### src/rtl/bf16_pkg.sv
// ----------------------------------------------------------------------------
// bf16_pkg : shared bf16 constants and state encodings | Rev 1.0
// ----------------------------------------------------------------------------
`default_nettype none

package bf16_pkg;
    localparam int          BF16_W    = 16;
    localparam logic [15:0] BF16_ONE  = 16'h3F80;
    localparam logic [15:0] BF16_QNAN = 16'h7FC0;

    typedef enum logic [1:0] {
        S_IDLE  = 2'd0,
        S_ISSUE = 2'd1,
        S_WAIT  = 2'd2,
        S_OUT   = 2'd3
    } state_t;

    typedef enum logic [1:0] {
        M_IDLE = 2'd0,
        M_CALC = 2'd1,
        M_OUT  = 2'd2
    } mult_state_t;
endpackage

`default_nettype wire

### src/rtl/multiplier_bf16.sv
// ----------------------------------------------------------------------------
// multiplier_bf16 : handshaked bf16 multiplier, RNE, denormals flush to zero | Rev 1.0
// ----------------------------------------------------------------------------
`default_nettype none

module multiplier_bf16
    import bf16_pkg::*;
(
    input  logic        clk,
    input  logic        rst,
    input  logic [15:0] a,
    input  logic [15:0] b,
    input  logic        in_stb,
    output logic        in_busy,
    output logic [15:0] result,
    output logic        out_stb,
    input  logic        out_busy
);
    mult_state_t state_q, state_d;
    logic [15:0] a_q, a_d, b_q, b_d, result_q, result_d;

    logic              sign, a_nan, b_nan, a_inf, b_inf, a_zero, b_zero;
    logic              guard, sticky, rnd;
    logic [15:0]       prod, product;
    logic [7:0]        mant;
    logic signed [9:0] exp_w;

    always_comb begin
        sign   = a_q[15] ^ b_q[15];
        a_nan  = (a_q[14:7] == 8'hFF) && (a_q[6:0] != 7'd0);
        b_nan  = (b_q[14:7] == 8'hFF) && (b_q[6:0] != 7'd0);
        a_inf  = (a_q[14:7] == 8'hFF) && (a_q[6:0] == 7'd0);
        b_inf  = (b_q[14:7] == 8'hFF) && (b_q[6:0] == 7'd0);
        a_zero = (a_q[14:7] == 8'h00);
        b_zero = (b_q[14:7] == 8'h00);
        prod   = {8'd0, 1'b1, a_q[6:0]} * {8'd0, 1'b1, b_q[6:0]};
        exp_w  = $signed({2'b00, a_q[14:7]}) + $signed({2'b00, b_q[14:7]}) - 10'sd127;
        if (prod[15]) begin
            mant   = {1'b0, prod[14:8]};
            guard  = prod[7];
            sticky = |prod[6:0];
            exp_w  = exp_w + 10'sd1;
        end else begin
            mant   = {1'b0, prod[13:7]};
            guard  = prod[6];
            sticky = |prod[5:0];
        end
        // round to nearest, ties to even; a carry out renormalises the exponent
        rnd  = guard & (sticky | mant[0]);
        mant = mant + {7'd0, rnd};
        if (mant[7]) begin
            exp_w = exp_w + 10'sd1;
        end
        if (a_nan || b_nan || (a_inf && b_zero) || (b_inf && a_zero)) begin
            product = BF16_QNAN;
        end else if (a_inf || b_inf || exp_w >= 10'sd255) begin
            product = {sign, 8'hFF, 7'd0};
        end else if (a_zero || b_zero || exp_w <= 10'sd0) begin
            product = {sign, 15'd0};
        end else begin
            product = {sign, exp_w[7:0], mant[6:0]};
        end
    end

    always_comb begin
        state_d  = state_q;
        a_d      = a_q;
        b_d      = b_q;
        result_d = result_q;
        case (state_q)
            M_IDLE: if (in_stb) begin
                a_d     = a;
                b_d     = b;
                state_d = M_CALC;
            end
            M_CALC: begin
                result_d = product;
                state_d  = M_OUT;
            end
            M_OUT: if (!out_busy) begin
                state_d = M_IDLE;
            end
            default: state_d = M_IDLE;
        endcase
    end

    always_ff @(posedge clk) begin
        if (rst) begin
            state_q  <= M_IDLE;
            a_q      <= 16'd0;
            b_q      <= 16'd0;
            result_q <= 16'd0;
        end else begin
            state_q  <= state_d;
            a_q      <= a_d;
            b_q      <= b_d;
            result_q <= result_d;
        end
    end

    assign in_busy = (state_q != M_IDLE);
    assign out_stb = (state_q == M_OUT);
    assign result  = result_q;
endmodule

`default_nettype wire

### src/rtl/bf16_chain_multiplier.sv
// ----------------------------------------------------------------------------
// bf16_chain_multiplier : left-to-right bf16 product of up to N_OPS operands | Rev 1.0
// ----------------------------------------------------------------------------
`default_nettype none

module bf16_chain_multiplier
    import bf16_pkg::*;
#(
    parameter int N_OPS = 8,
    parameter int CNT_W = $clog2(N_OPS + 1)
) (
    input  logic                    clk,
    input  logic                    rst,
    input  logic [16*N_OPS-1:0]     in_data,
    input  logic [CNT_W-1:0]        in_count,
    input  logic                    in_stb,
    output logic                    busy,
    output logic [15:0]             out_result,
    output logic                    out_stb,
    input  logic                    out_busy,
    output logic [15:0]             txn_count
);
    localparam logic [CNT_W-1:0] C_N_MAX = CNT_W'(N_OPS);

    state_t                    state_q, state_d;
    logic [BF16_W*N_OPS-1:0]   data_q, data_d;
    logic [CNT_W-1:0]          n_q, n_d, idx_q, idx_d;
    logic [15:0]               acc_q, acc_d, out_result_q, out_result_d, txn_count_q, txn_count_d;
    logic                      busy_q, busy_d, out_stb_q, out_stb_d;
    logic                      mult_stb_q, mult_stb_d, mult_obusy_q, mult_obusy_d;

    logic [CNT_W-1:0] n_clamp;
    logic [15:0]      op_sel, mult_result;
    logic             mult_busy, mult_out_stb;

    assign n_clamp = (in_count > C_N_MAX) ? C_N_MAX : in_count;
    assign op_sel  = data_q[BF16_W*int'(idx_q) +: BF16_W];

    always_comb begin
        state_d      = state_q;
        data_d       = data_q;
        n_d          = n_q;
        idx_d        = idx_q;
        acc_d        = acc_q;
        out_result_d = out_result_q;
        txn_count_d  = txn_count_q;
        busy_d       = busy_q;
        out_stb_d    = out_stb_q;
        mult_stb_d   = mult_stb_q;
        mult_obusy_d = mult_obusy_q;
        case (state_q)
            S_IDLE: if (in_stb) begin
                data_d = in_data;
                n_d    = n_clamp;
                idx_d  = CNT_W'(1);
                busy_d = 1'b1;
                if (n_clamp == '0) begin
                    out_result_d = BF16_ONE;
                    out_stb_d    = 1'b1;
                    state_d      = S_OUT;
                end else if (n_clamp == CNT_W'(1)) begin
                    out_result_d = in_data[15:0];
                    out_stb_d    = 1'b1;
                    state_d      = S_OUT;
                end else begin
                    acc_d      = in_data[15:0];
                    mult_stb_d = 1'b1;
                    state_d    = S_ISSUE;
                end
            end
            S_ISSUE: if (mult_stb_q && !mult_busy) begin
                mult_stb_d   = 1'b0;
                mult_obusy_d = 1'b0;
                state_d      = S_WAIT;
            end
            S_WAIT: if (mult_out_stb && !mult_obusy_q) begin
                acc_d        = mult_result;
                mult_obusy_d = 1'b1;
                idx_d        = idx_q + CNT_W'(1);
                if (idx_q == n_q - CNT_W'(1)) begin
                    out_result_d = mult_result;
                    out_stb_d    = 1'b1;
                    state_d      = S_OUT;
                end else begin
                    mult_stb_d = 1'b1;
                    state_d    = S_ISSUE;
                end
            end
            S_OUT: if (!out_busy) begin
                out_stb_d   = 1'b0;
                busy_d      = 1'b0;
                txn_count_d = txn_count_q + 16'd1;
                state_d     = S_IDLE;
            end
            default: state_d = S_IDLE;
        endcase
    end

    always_ff @(posedge clk) begin
        if (!rst) begin
            state_q      <= S_IDLE;
            data_q       <= '0;
            n_q          <= '0;
            idx_q        <= '0;
            acc_q        <= 16'd0;
            out_result_q <= 16'd0;
            txn_count_q  <= 16'd0;
            busy_q       <= 1'b0;
            out_stb_q    <= 1'b0;
            mult_stb_q   <= 1'b0;
            mult_obusy_q <= 1'b1;
        end else begin
            state_q      <= state_d;
            data_q       <= data_d;
            n_q          <= n_d;
            idx_q        <= idx_d;
            acc_q        <= acc_d;
            out_result_q <= out_result_d;
            txn_count_q  <= txn_count_d;
            busy_q       <= busy_d;
            out_stb_q    <= out_stb_d;
            mult_stb_q   <= mult_stb_d;
            mult_obusy_q <= mult_obusy_d;
        end
    end

    // the multiplier resets active-high, so it sees the inverted block reset
    multiplier_bf16 u_mult (
        .clk      (clk),
        .rst      (~rst),
        .a        (acc_q),
        .b        (op_sel),
        .in_stb   (mult_stb_q),
        .in_busy  (mult_busy),
        .result   (mult_result),
        .out_stb  (mult_out_stb),
        .out_busy (mult_obusy_q)
    );

    assign busy       = busy_q;
    assign out_stb    = out_stb_q;
    assign out_result = out_result_q;
    assign txn_count  = txn_count_q;
endmodule

`default_nettype wire

### config.mk
export PLATFORM = sky130hd
export DESIGN_NAME = bf16_chain_multiplier
export DESIGN_NICKNAME = d
export VERILOG_FILES = /design/src/rtl/bf16_pkg.sv /design/src/rtl/multiplier_bf16.sv /design/src/rtl/bf16_chain_multiplier.sv
export SDC_FILE = /design/constraint.sdc
export NUM_CORES = 1
export LEC_CHECK = 0
export BUFFER_PORTS_ARGS = -buffer_cell sky130_fd_sc_hd__buf_2
export CAP_MARGIN = 5
export CORE_UTILIZATION = 30
export CTS_CLUSTER_DIAMETER = 50
export DETAILED_ROUTE_END_ITERATION = 6
export MAX_ROUTING_LAYER = met4
export SYNTH_ARGS = -nofsm -noshare
export SYNTH_HDL_FRONTEND = slang
export SYNTH_HIERARCHICAL = 1
export SYNTH_SLANG_ARGS = --single-unit
### constraint.sdc
create_clock -name clk -period 8.82 [get_ports clk]
set_clock_uncertainty 0.2 [all_clocks]
set_input_delay 0.882 -clock clk [delete_from_list [all_inputs] [get_ports clk]]
set_output_delay 0.882 -clock clk [all_outputs]
set_load 0.1 [all_outputs]
==> results.toml <==
[timing]
finalSetupViolations = 0
period_share_pct = 85.0
hold_viol_final = 0
setup_tns_ns = 0
maxSlewViolCount = 0
max_freq_mhz = 133
rsz0062_at_grt = "no"
fin_crit_ns = 7.49
worst_pin_slew_ns = 1.24
maxSlewHeadroom_pct = 17.0

[setup_path]
path_cells = "nand2_1 > fa_1 > inv_1 > fa_1 > fa_1 > inv_1 > fa_1 > inv_1 > ha_1 > a21o_1 > nor3_1 > a21oi_2 > o211ai_4 > nand2_1 > nand2_1 > ha_1 > inv_1 > or3_1 > mux2_2 > and2_1 > nor4_1 > xnor2_1 > o311ai_0 > o31ai_1"
crit_type = "reg -> reg"
slowest_delay_ns = 0.62
required_ns = 9.06
critical_path.endpoint_type = "register"
crit_slowest_cell = "o211ai_4"
worst-path-max-fanout = 26
crit_arrival_ns = 7.74
critPathLaunchType = "register"
crit_buf_inv = 4
critical_path.top_delay_family = "adder cells"

[global_routing]
grtUsageTotal_pct = 16.7
grt-ovfl-total = 0
grt_max_degree = 104
grt_first_pass_wirelength_mm = 65.3
grt_pass1_vias = 12200
antenna_found_initial = 0

[die]
die_y_um = 221
row_count = 79
die_area_um2 = 48800
fp.coreArea_um2 = 47000
start_util_pct = 30.6
fp.dieW_um = 221
io_pins = 170

[logic_synthesis]
synth_seq_cells = 240
synth_cell_types = 89
yosysWarnings = 6
synth_ff_type = "dfxtp_1"
yosys.area_share.simple_pct = 21.4
syn_inst = 1744
synth-compound-area-share_pct = 16.9
synth-async-reset-ratio_pct = 0
synthMuxAreaShare_pct = 8.31
yosysSeqAreaShare_pct = 33.4
synth_top_family_by_area = "simple AND/OR/NAND/NOR gates"
syn-num-nets = 1979
synth_edf_count = 0
synth_area_um2 = 14400
syn-mean-instance-area_um2 = 8.24
synthAdderAreaFrac_pct = 10.6
synthXorXnorAreaFrac_pct = 3.86

[layout]
postLayoutCoreUtil_pct = 35.1
drive_gt1_share_pct = 16.0
diodes = 0
final_cell_mix = "nand2_1 (407), dfxtp_1 (238), a21oi_1 (212), buf_2 (169), nor2_1 (114)"
final_nets = 2080
final_common_cell = "nand2_1"
area_growth_pct = 14.6

[clocking]
h-tree-depth = 1
post_cts_buffers = 0
cts_resized = 0
cts_sinks = 240
clk_pin_slew_worst_paths_ns = 0.06
ctsHoldBuffers = 0
cts_made_buffers = 27
clock_path_buffers = 3
cts-root-buf = "clkbuf_16"
clk_latency_ns = 0.54
cts_tree = "yes"

[pwr]
switching_share_pct = 42.2
p_leak_nw = 6.55
ir_drop_uv = 275
power_density_nw_per_um2 = 267
p_comb_share_pct = 41.2
p_seq_share_pct = 33.4
p_clk_share_pct = 25.4
intPower_mw = 2.55
p_sw_mw = 1.86

[detailed_routing]
drt_iter0_drc = 833
drtPass1Iterations = 5
vias_per_cell = 5.06
routedWlPerCell_um = 16.6
routed-via-count = 12500
drt_wl_total_mm = 40.9
ant_nets = 0
drc = 0

[placement]
dp_hpwl_mm = 30.2
portBuffers = 169
gp_congestion = 0.913

[run]
max-cap-violations = 0

[outcome]
status = "complete, no violations"

[min_path]
hold_path.class = "reg -> reg"
==> metal layers <==
metal / GRT usage (%) / vias up / share of wire, %
met1: 21.3 / 5960 / 45
met4: 4.33 / 0 / 2.0
met3: 2.01 / 54 / 4.2
met2: 28.0 / 300 / 48
li1: - / 6181 / -
met5: - / - / 0
==> synthesized netlist by cell type (all sizes together) (4+ instances only) <==
library cell	number	share of area, %
nand3	21	0.77
a21oi	213	7.4
mux4	32	5.0
nand4	14	0.61
nand2b	8	0.35
a22oi	11	0.61
fa	37	5.2
or3	9	0.39
a21o	10	0.52
o2111ai	4	0.29
nand2	408	11
o21ai	35	1.3
o31ai	8	0.42
a211oi	29	2.0
mux2	4	0.37
o211ai	6	0.41
or2	4	0.17
a31oi	7	0.30
mux2i	42	2.9
nor4	9	0.44
buf	32	1.3
a211o	5	0.30
dfxtp	240	33
clkbuf	75	2.0
ha	62	5.4
o21a	5	0.26
xnor2	35	2.2
and2	46	2.0
or4	6	0.31
nor3b	9	0.47
nor3	22	0.80
nor2	114	3.0
xor2	24	1.5
inv	84	2.2
nor2b	12	0.57
and3	8	0.35
a311oi	8	0.53
==> flip-flops by register name, indices dropped and copies added, names as in the netlist <==
signal / count
mult_stb_q: 1
state_q: 2
out_stb: 1
txn_count: 16
u_mult/state_q: 2
idx_q: 4
mult_obusy_q: 1
busy: 1
out_result: 16
u_mult/result: 16
u_mult/a_q: 16
acc_q: 16
data_q: 128
u_mult/b_q: 16
n_q: 4
==> tightest hold or removal path, cell delays in order (launching register included) <==
cell	delay, ns
dfxtp_1	0.31
nand2_1	0.05
a21oi_1	0.05
==> cell families (layout without fill, tap and decap cells) <==
group	count (synthesis)	after routing
AOI/OAI and AO/OA	377	377
xor gates and xnor gates	60	60
adders and majority gates	99	99
buffers and inverters	191	309
DFF	240	240
muxes	78	78
and+or+nand+nor	699	699
==> per-stage QoR <==
step / setup slack [ns] / hold WS, ns / power (mW) / instances / instance area, um2
floorplan: 1.28 / 0.232 / 2.89 / 1744 / 14400
CTS: 1.30 / 0.252 / 4.43 / 2469 / 16500
global route: 0.812 / 0.267 / 4.67 / 2469 / 16500
global placement: 1.44 / 0.240 / 3.28 / 2423 / 15600
finish: 1.33 / 0.251 / 4.40 / 2469 / 16500
detailed placement: 1.37 / 0.243 / 3.31 / 2423 / 15600
==> cell type report <==
cell class | count | area [um2]
clock buffers | 37 | 753
clock inverters | 9 | 114
fillers | 4830 | 30500
inverters | 84 | 320
multi-input cells | 1313 | 8790
flip-flops and latches | 240 | 4810
well taps | 607 | 759
repair buffers | 179 | 921
==> worst paths after layout <==
check | startpoint | end | slack [ns] | cells after the start
max | u_mult/b_q[6] | u_mult/result[5] | 1.33 | 24
min reg2reg | data_q[111] | data_q[111] | 0.25 | 2
max reg2reg | u_mult/b_q[6] | u_mult/result[5] | 1.33 | 24
min | data_q[111] | data_q[111] | 0.25 | 2
==> power by group through the flow <==
stage	Sequential [mW]	Combinational [mW]	Clock, mW
6_report	1.47	1.82	1.12
2_1_floorplan	1.72	1.17	0
5_1_grt	1.50	1.98	1.19
3_3_place_gp	1.49	1.79	0
4_1_cts	1.47	1.82	1.14
3_5_place_dp	1.49	1.81	0
Power figures use the tool's default switching activity.
